==> config.mk <==
export PLATFORM = sky130hd
export DESIGN_NAME = mdu_iter
export DESIGN_NICKNAME = d
export VERILOG_FILES = /design/src/rtl/mdu_iter_pkg.sv /design/src/rtl/mdu_iter_step.sv /design/src/rtl/mdu_iter.sv
export SDC_FILE = /design/constraint.sdc
export NUM_CORES = 1
export LEC_CHECK = 0
export CAP_MARGIN = 20
export CORE_AREA = 5 5 192 194
export CTS_CLUSTER_SIZE = 25
export DETAILED_ROUTE_END_ITERATION = 6
export DIE_AREA = 0 0 197 199
export GPL_ROUTABILITY_DRIVEN = 0
export HOLD_SLACK_MARGIN = 0.03
export PLACE_DENSITY = 0.62
export SYNTH_ARGS = -nofsm -noshare
export SYNTH_HDL_FRONTEND = slang
export SYNTH_HIERARCHICAL = 1
export SYNTH_SLANG_ARGS = --single-unit
==> constraint.sdc <==
create_clock -name i_clk -period 7.9 [get_ports i_clk]
set_clock_uncertainty 0.15 [all_clocks]
set_input_delay 1.58 -clock i_clk [delete_from_list [all_inputs] [get_ports i_clk]]
set_output_delay 1.58 -clock i_clk [all_outputs]
set_load 0.02 [all_outputs]
==> src/rtl/mdu_iter_pkg.sv <==
// Shared encodings for the iterative multiply/divide unit.
// Holds the operation codes and the FSM states.
package mdu_iter_pkg;

    typedef enum logic [1:0] {
        MDU_MULT  = 2'b00,
        MDU_MULTU = 2'b01,
        MDU_DIV   = 2'b10,
        MDU_DIVU  = 2'b11
    } mdu_op_e;

    typedef enum logic [1:0] {
        MDU_IDLE = 2'b00,
        MDU_CALC = 2'b01,
        MDU_FIX  = 2'b10
    } mdu_state_e;

endpackage

==> src/rtl/mdu_iter_step.sv <==
// One radix-2 iteration on the shared {upper, lower} register of width 2*WIDTH+1.
// Multiply: conditional add then shift right. Divide: shift left, then restoring trial subtract.
module mdu_iter_step #(
    parameter int WIDTH = 32
) (
    input  logic               i_is_div,
    input  logic [2*WIDTH:0]   i_p,
    input  logic [WIDTH-1:0]   i_m,
    output logic [2*WIDTH:0]   o_p
);

    logic [WIDTH:0]   w_sum;
    logic [WIDTH:0]   w_acc;
    logic [2*WIDTH:0] w_sh;
    logic [WIDTH+1:0] w_diff;

    always_comb begin
        w_sum  = i_p[2*WIDTH:WIDTH] + {1'b0, i_m};
        w_acc  = i_p[0] ? w_sum : i_p[2*WIDTH:WIDTH];
        w_sh   = {i_p[2*WIDTH-1:0], 1'b0};
        // Extra top bit of the difference acts as the borrow flag.
        w_diff = {1'b0, w_sh[2*WIDTH:WIDTH]} - {2'b00, i_m};
        if (i_is_div) begin
            if (!w_diff[WIDTH+1]) begin
                o_p = {w_diff[WIDTH:0], w_sh[WIDTH-1:1], 1'b1};
            end else begin
                o_p = w_sh;
            end
        end else begin
            o_p = {1'b0, w_acc, i_p[WIDTH-1:1]};
        end
    end

endmodule

==> src/rtl/mdu_iter.sv <==
// Iterative radix-2 multiply/divide unit with start/busy/done handshake and cancel.
// Operands are processed as magnitudes; signs are applied in FIX.
//   state | meaning
//   IDLE  | waiting for start; busy low
//   CALC  | one iteration per edge, counter counts WIDTH..1
//   FIX   | apply signs, write hi/lo, pulse done on leaving
module mdu_iter
    import mdu_iter_pkg::*;
#(
    parameter int WIDTH = 32,
    parameter int CNT_W = 6
) (
    input  logic             i_clk,
    input  logic             i_rst,
    input  logic             i_start,
    input  logic [1:0]       i_op,
    input  logic             i_cancel,
    input  logic [WIDTH-1:0] i_a,
    input  logic [WIDTH-1:0] i_b,
    output logic             o_busy,
    output logic             o_done,
    output logic [WIDTH-1:0] o_hi,
    output logic [WIDTH-1:0] o_lo
);

    mdu_state_e       r_state;
    mdu_state_e       w_state_nxt;
    logic [CNT_W-1:0] r_cnt;
    logic [2*WIDTH:0] r_p;
    logic [WIDTH-1:0] r_m;
    logic             r_is_div;
    logic             r_neg_q;
    logic             r_neg_r;
    logic             r_dz;
    logic             r_done;
    logic [WIDTH-1:0] r_hi;
    logic [WIDTH-1:0] r_lo;

    logic             w_is_div;
    logic             w_signed;
    logic             w_accept;
    logic             w_b_zero;
    logic [WIDTH-1:0] w_a_abs;
    logic [WIDTH-1:0] w_b_abs;
    logic [2*WIDTH:0] w_p_step;
    logic [2*WIDTH-1:0] w_prod;
    logic [WIDTH-1:0] w_q;
    logic [WIDTH-1:0] w_r;

    assign w_is_div = (i_op == MDU_DIV) || (i_op == MDU_DIVU);
    assign w_signed = (i_op == MDU_MULT) || (i_op == MDU_DIV);
    assign w_accept = (r_state == MDU_IDLE) && i_start && !i_cancel;
    assign w_b_zero = (i_b == '0);
    // MIN negates to itself, which is exactly its unsigned magnitude.
    assign w_a_abs  = (w_signed && i_a[WIDTH-1]) ? -i_a : i_a;
    assign w_b_abs  = (w_signed && i_b[WIDTH-1]) ? -i_b : i_b;
    assign w_prod   = r_neg_q ? -r_p[2*WIDTH-1:0] : r_p[2*WIDTH-1:0];
    assign w_q      = r_neg_q ? -r_p[WIDTH-1:0] : r_p[WIDTH-1:0];
    assign w_r      = r_neg_r ? -r_p[2*WIDTH-1:WIDTH] : r_p[2*WIDTH-1:WIDTH];

    mdu_iter_step #(.WIDTH(WIDTH)) u_step (
        .i_is_div (r_is_div),
        .i_p      (r_p),
        .i_m      (r_m),
        .o_p      (w_p_step)
    );

    always_ff @(posedge i_clk or posedge i_rst) begin
        if (i_rst) begin
            r_state <= MDU_IDLE;
        end else begin
            r_state <= w_state_nxt;
        end
    end

    always_comb begin
        w_state_nxt = r_state;
        case (r_state)
            MDU_IDLE: begin
                if (w_accept) begin
                    w_state_nxt = (w_is_div && w_b_zero) ? MDU_FIX : MDU_CALC;
                end
            end
            MDU_CALC: begin
                if (i_cancel) begin
                    w_state_nxt = MDU_IDLE;
                end else if (r_cnt == CNT_W'(1)) begin
                    w_state_nxt = MDU_FIX;
                end
            end
            MDU_FIX:  w_state_nxt = MDU_IDLE;
            default:  w_state_nxt = MDU_IDLE;
        endcase
    end

    always_ff @(posedge i_clk or posedge i_rst) begin
        if (i_rst) begin
            r_cnt    <= '0;
            r_p      <= '0;
            r_m      <= '0;
            r_is_div <= 1'b0;
            r_neg_q  <= 1'b0;
            r_neg_r  <= 1'b0;
            r_dz     <= 1'b0;
            r_done   <= 1'b0;
            r_hi     <= '0;
            r_lo     <= '0;
        end else begin
            r_done <= 1'b0;
            case (r_state)
                MDU_IDLE: begin
                    if (w_accept) begin
                        r_is_div <= w_is_div;
                        r_neg_q  <= w_signed && (i_a[WIDTH-1] ^ i_b[WIDTH-1]);
                        r_neg_r  <= w_signed && i_a[WIDTH-1];
                        r_dz     <= w_is_div && w_b_zero;
                        r_cnt    <= CNT_W'(WIDTH);
                        if (w_is_div) begin
                            r_p <= {{(WIDTH+1){1'b0}}, (w_b_zero ? i_a : w_a_abs)};
                            r_m <= w_b_abs;
                        end else begin
                            r_p <= {{(WIDTH+1){1'b0}}, w_b_abs};
                            r_m <= w_a_abs;
                        end
                    end
                end
                MDU_CALC: begin
                    if (!i_cancel) begin
                        r_p   <= w_p_step;
                        r_cnt <= r_cnt - CNT_W'(1);
                    end
                end
                MDU_FIX: begin
                    if (!i_cancel) begin
                        r_done <= 1'b1;
                        if (r_dz) begin
                            r_hi <= r_p[WIDTH-1:0];
                            r_lo <= '1;
                        end else if (r_is_div) begin
                            r_hi <= w_r;
                            r_lo <= w_q;
                        end else begin
                            r_hi <= w_prod[2*WIDTH-1:WIDTH];
                            r_lo <= w_prod[WIDTH-1:0];
                        end
                    end
                end
                default: ;
            endcase
        end
    end

    assign o_busy = (r_state != MDU_IDLE);
    assign o_done = r_done;
    assign o_hi   = r_hi;
    assign o_lo   = r_lo;

endmodule

==> flow_summary_export.csv, run 1 <==
group,metric,value,unit
die,die_h,199,um
global_route,grt_max_degree,77,
die,io_pins,136,
drt,routed_wl,55300,um
finish,stdcell_count,2455,
cts,cts_hold_buf,0,
finish,num_antenna_cells,0,
drt,wl_per_cell,22.5,um
hold_path,holdCritPathClass,"flop to flop",
power_and_ir_drop,power.density,432,nW/um^2
finish,utilization,50.8,%
cts,post_cts_buffers,0,
setup_path,rr_startpoint,"r_p[35]",
timing,hold_viol,0,
synthesis,syn_area_per_cell,8.10,um^2
timing,fmax,218,MHz
finish,drive_gt1_share,6.42,%
setup_path,r2r-end,"r_p[0]",
die,start_util,44.1,%
timing,fin_crit,4580,ps
die,fp.coreArea,35100,um^2
cts,cts_made_buffers,17,
timing,final.setup.worst_slack,3320,ps
drt,drt_iter0_markers,1707,
power_and_ir_drop,ir_worst_vdd,0.000188,V
cts,max-clock-path-buffers,2,
cts,clock-sinks,174,
placed_design,port_buffers,135,
cts,cts-root-buf,"clkbuf_16",
drt,postRouteAntennaNets,0,
cts,cts_resized,0,
setup_path,cp.arrival,4810,ps
setup_path,reg2reg_depth,11,
finish,finalNetCount,2123,
synthesis,seq_area_frac_synth,28.1,%
setup_path,critPathKind,"input pin to flop",
synthesis,synthCells,1909,
drt,drc,0,
placed_design,dp_slack,2890,ps
timing,relSlewSlack,24.1,%
timing,fin_setup_tns,0,ps
global_route,grt_overflow,0,
timing,fin_crit_sh,58.0,%
cts,cts_tree,"done",
hold_path,holdPathStages,2,
global_route,grt_pass1_vias,14500,
setup_path,ff2ff_setup_slack,3760,ps
power_and_ir_drop,finalPower,0.00769,W
cts,clkLatencyLatePin,440,ps
hold_path,hold-path-endpoint,"o_lo[25]",
synthesis,synth-edff-count,0,
finish,final_common_cell,"a21oi_1",
timing,setup_violations,0,
drt,vias_per_cell,6.34,
setup_path,worstSetupEndpointType,"flop",
die,num_rows,69,
global_route,track_usage,27.6,%
timing,finalMaxSlewViolations,0,
global_route,grt_pass1_wl,85800,um
finish,nFillCells,3387,
cts,cts.clk_slew.worst_paths,70,ps
finish,syn_to_final_growth,15.0,%
placed_design,dpl.cell_count,2421,
drt,vias,15600,
setup_path,cp-start-kind,"input pin",
finish,layout_common_cells,"a21oi_1, nor2_1, dfrtp_1, nand2_1, clkdlybuf4s50_1",
drt,first_pass_iters,6,
synthesis,yosys_warnings,6,
global_route,antenna_found_initial,0,
synthesis,ys.flop_type,"dfrtp_1",
die,die_w,197,um
synthesis,synth_cell_type_count,95,
hold_path,hp-start,"o_lo[25]",
synthesis,async_flop_share,100,%
job,cap_violations,0,
placed_design,dpl.hpwl,41400,um
timing,worst_slew_pin_slew,1140,ps
power_and_ir_drop,power_leakage,7.50,nW
synthesis,syn_nets,2051,
status,status,"complete, no violations",
timing,rsz0062_at_grt,"false",
die,dieArea,39200,um^2
setup_path,crit_fanout,69,
synthesis,netlist_area,15500,um^2
setup_path,required,8130,ps
cts,htree_levels,4,
synthesis,ys_ff_latch,174,
## flip-flops by register name, indices dropped and copies added, names as in the netlist
signal,flops
r_p,65
o_hi,32
o_lo,32
r_m,32
r_cnt,6
r_state,2
o_done,1
r_dz,1
r_is_div,1
r_neg_q,1
r_neg_r,1
## worst max-delay path, cell delays in order
cell	delay (ps)
clkdlybuf4s50_1	530
nor2_1	170
nand2_1	80
buf_4	280
inv_2	800
nand2b_1	770
nor3_1	390
a221o_1	180
## where the power goes
| group | leakage, nW | internal (W) | switching (W) |
|---|---|---|---|
| Combinational | 5.06 | 0.00206 | 0.00266 |
| Sequential | 2.15 | 0.00127 | 0.000802 |
| Clock | 0.293 | 0.000517 | 0.000387 |
| Total | 7.50 | 0.00385 | 0.00385 |
## through the flow
step | instance area, um^2 | hold WS (ps)
2_1_floorplan | 15500 | 325
3_3_place_gp | 17100 | 307
3_5_place_dp | 17100 | 316
4_1_cts | 17800 | 331
5_1_grt | 17800 | 356
6_report | 17800 | 322
## layer usage
| metal | GRT usage (%) | routed length (um) |
|---|---|---|
| met1 | 39.7 | 24600 |
| met2 | 42.5 | 24100 |
| met3 | 5.22 | 5080 |
| met4 | 7.83 | 1510 |
| met5 | 0 | 0 |
## worst max-delay path by stage
stage	from	to	slack (ps)
floorplan	i_rst	o_done	1450
global placement	i_cancel	o_hi[1]	2970
detailed placement	i_cancel	o_hi[1]	2890
CTS	i_cancel	o_hi[1]	3350
global route	i_cancel	o_hi[1]	3030
finish	i_cancel	o_hi[1]	3320
## cell type report
class	instances	area (um^2)	share of cell area, %
tap	461	577	3.24
inverter	61	234	1.32
sequential	174	4360	24.5
timing repair buffer	155	1520	8.54
multi-input combinational	1572	10500	59.0
clock inverter	12	158	0.886
clock buffer	20	457	2.57
## Yosys cell counts (7+ instances only)
master,number,area [um^2]
a211o_1,7,61.3
a211oi_1,19,143
a21o_1,28,210
a21oi_1,209,1050
a221oi_1,16,140
a22o_1,31,272
a22oi_1,12,90.1
a31oi_1,22,138
and2_1,8,50.1
and3_1,41,257
buf_1,10,37.5
clkbuf_1,80,300
dfrtp_1,174,4350
ha_1,70,876
inv_1,59,221
mux2_2,30,338
mux2i_1,36,360
nand2_1,154,578
nand2b_1,15,93.8
nand3_1,25,125
nand3b_1,7,52.6
nand4_1,12,75.1
nor2_1,178,668
nor2b_1,26,163
nor3_1,43,215
nor3b_1,7,52.6
nor4_1,26,163
o211ai_1,11,82.6
o21a_1,8,60.1
o21ai_0,119,596
o21ai_1,15,75.1
o221ai_1,24,210
o22ai_1,15,93.8
o31ai_1,15,113
o41ai_1,12,105
or2_2,8,50.1
or3_1,19,119
or4_1,13,97.6
xnor2_1,115,1010
xor2_1,88,771
## kinds of logic after synthesis
logic type               share of synthesized area, %
AO/OA/AOI/OAI                                    25.6
XOR/XNOR                                         11.5
adder cells (fa/ha/maj)                          5.92
buffers and inverters                            4.20
flip-flops                                       28.1
multiplexers                                     4.59
AND/OR/NAND/NOR                                  20.1
No activity file was read; power rests on OpenSTA's default activity.
==> inputs of run 2 (changes only) <==
--- a/config.mk
+++ b/config.mk
@@ -12,7 +12,7 @@
 export DIE_AREA = 0 0 197 199
 export GPL_ROUTABILITY_DRIVEN = 0
 export HOLD_SLACK_MARGIN = 0.03
-export PLACE_DENSITY = 0.62
+export PLACE_DENSITY = 0.65
 export SYNTH_ARGS = -nofsm -noshare
 export SYNTH_HDL_FRONTEND = slang
 export SYNTH_HIERARCHICAL = 1
==> constraint.sdc (replaced) <==
create_clock -name i_clk -period 4.1 [get_ports i_clk]
set_clock_uncertainty 0.15 [all_clocks]
set_input_delay 0.82 -clock i_clk [delete_from_list [all_inputs] [get_ports i_clk]]
set_output_delay 0.82 -clock i_clk [all_outputs]
set_load 0.02 [all_outputs]
==> flow_summary_export.csv, run 2 (synthesized netlist as in run 1, its figures left out) <==
group,metric,value,unit
status,status,"complete, no violations",
setup_path,required,4350,ps
timing,holdWs,326,ps
drt,first_pass_iters,6,
global_route,antenna_found_initial,0,
setup_path,cp_common_cell,"o21ai_1",
die,io_pins,136,
setup_path,worstSetupEndpointType,"flop",
global_route,track_usage,28.6,%
finish,largest_reg_flops,65,
global_route,grt_overflow,0,
timing,fin_crit,3770,ps
setup_path,max_stage_delay,500,ps
cts,cts_resized,0,
placed_design,dp_slack,235,ps
finish,regMostFlops,"r_p",
power_and_ir_drop,power_leakage,7.80,nW
cts,post_cts_buffers,0,
power_and_ir_drop,power.density,836,nW/um^2
timing,fin_setup_tns,0,ps
timing,finalMaxSlewViolations,0,
cts,cts_tree,"done",
cts,cts_hold_buf,0,
global_route,grt_max_degree,109,
global_route,grt_pass1_vias,15100,
cts,max-clock-path-buffers,2,
setup_path,crit_chain,"ha_1 -> fa_1 -> a21o_1 -> a221oi_2 -> o21ai_1 -> nand3_1 -> a31oi_1 -> o41ai_2 -> o21ai_1 -> xnor2_1 -> a221oi_1 -> a22o_1",
placed_design,dpl.hpwl,43300,um
timing,rsz0062_at_grt,"false",
die,num_rows,69,
hold_path,holdCritPathClass,"flop to flop",
drt,vias,16000,
drt,wl_met2,24200,um
setup_path,cpMaxStageDelayCell,"a221oi_2",
finish,layout_common_cells,"a21oi_1, nor2_1, dfrtp_1, nand2_1, clkdlybuf4s50_1",
drt,top_layer_used,"met4",
timing,relSlewSlack,28.5,%
die,die_h,199,um
finish,syn_to_final_growth,18.0,%
die,fp.coreArea,35100,um^2
setup_path,cp_top_family,"compound AO/OA/AOI/OAI gates",
drt,routed_wl,57300,um
timing,worst_slew_pin_slew,1070,ps
drt,postRouteAntennaNets,0,
timing,final.setup.worst_slack,325,ps
setup_path,crit_fanout,5,
die,start_util,44.1,%
finish,finalNetCount,2178,
finish,utilization,52.1,%
setup_path,cp.arrival,4020,ps
timing,hold_viol,0,
drt,wl_per_cell,22.8,um
setup_path,worstPathBufferInverterCount,0,
finish,drive_gt1_share,8.98,%
setup_path,critPathKind,"flop to flop",
timing,setup_violations,0,
drt,drc,0,
die,die_w,197,um
global_route,grt_pass1_wl,88400,um
drt,vias_per_cell,6.37,
timing,fmax,265,MHz
drt,dr_wl_met3,6230,um
cts,clock-sinks,174,
job,cap_violations,0,
timing,fin_crit_sh,92.1,%
drt,drt_iter0_markers,2234,
cts,cts-root-buf,"clkbuf_16",
placed_design,port_buffers,135,
setup_path,cp-start-kind,"flop",
finish,final_common_cell,"a21oi_1",
cts,cts.clk_slew.worst_paths,90,ps
drt,wl_met1,24100,um
cts,clkLatencyLatePin,460,ps
cts,htree_levels,4,
cts,cts_made_buffers,17,
die,dieArea,39200,um^2
power_and_ir_drop,ir_worst_vdd,0.000418,V
finish,num_antenna_cells,0,
## run 2: worst reg2reg max path, delay by kind of cell, from the launching register on
family / cells / cell delay [ps]
AOI/OAI and AO/OA: 8 / 2150
adders and majority gates: 2 / 690
DFF: 1 / 450
and+or+nand+nor: 1 / 160
xor gates and xnor gates: 1 / 150
## run 2: layer usage
layer  vias to the layer above  global-route usage, %
met5                         -                      0
met3                       162                   6.89
met2                       981                   42.7
li1                       7252                      -
met4                         0                   12.2
met1                      7605                   39.7
## run 2: through the flow
step	power, W	instance area [um^2]	cells
2_1_floorplan	0.00995	15500	1909
3_3_place_gp	0.0130	17600	2477
3_5_place_dp	0.0132	17600	2477
4_1_cts	0.0150	18200	2509
5_1_grt	0.0162	18300	2510
6_report	0.0153	18300	2510
## run 2: final cells by class
class                      count  area (um^2)
clock buffer                  17          425
clock inverter                15          214
fill                        3342        16800
inverter                      61          233
multi-input combinational   1572        10500
sequential                   174         4360
tap                          461          577
timing repair buffer         210         1960
## run 2: power by group
part,switching (W),internal (W)
combinational,0.00556,0.00422
sequential,0.00125,0.00245
clock,0.000893,0.000897
## run 2: path summary, 6_finish.rpt
kind | startpoint | end | slack, ps | cells after the start
worst max-delay path | r_p[32] | r_p[61] | 330 | 12
worst min-delay path | o_lo[25] | o_lo[25] | 330 | 2
worst max register to register | r_p[32] | r_p[61] | 330 | 12
worst min register to register | o_lo[25] | o_lo[25] | 330 | 2
max in group asynchronous | i_rst | r_is_div | 2460 | 3
min in group asynchronous | i_rst | o_done | 690 | 3
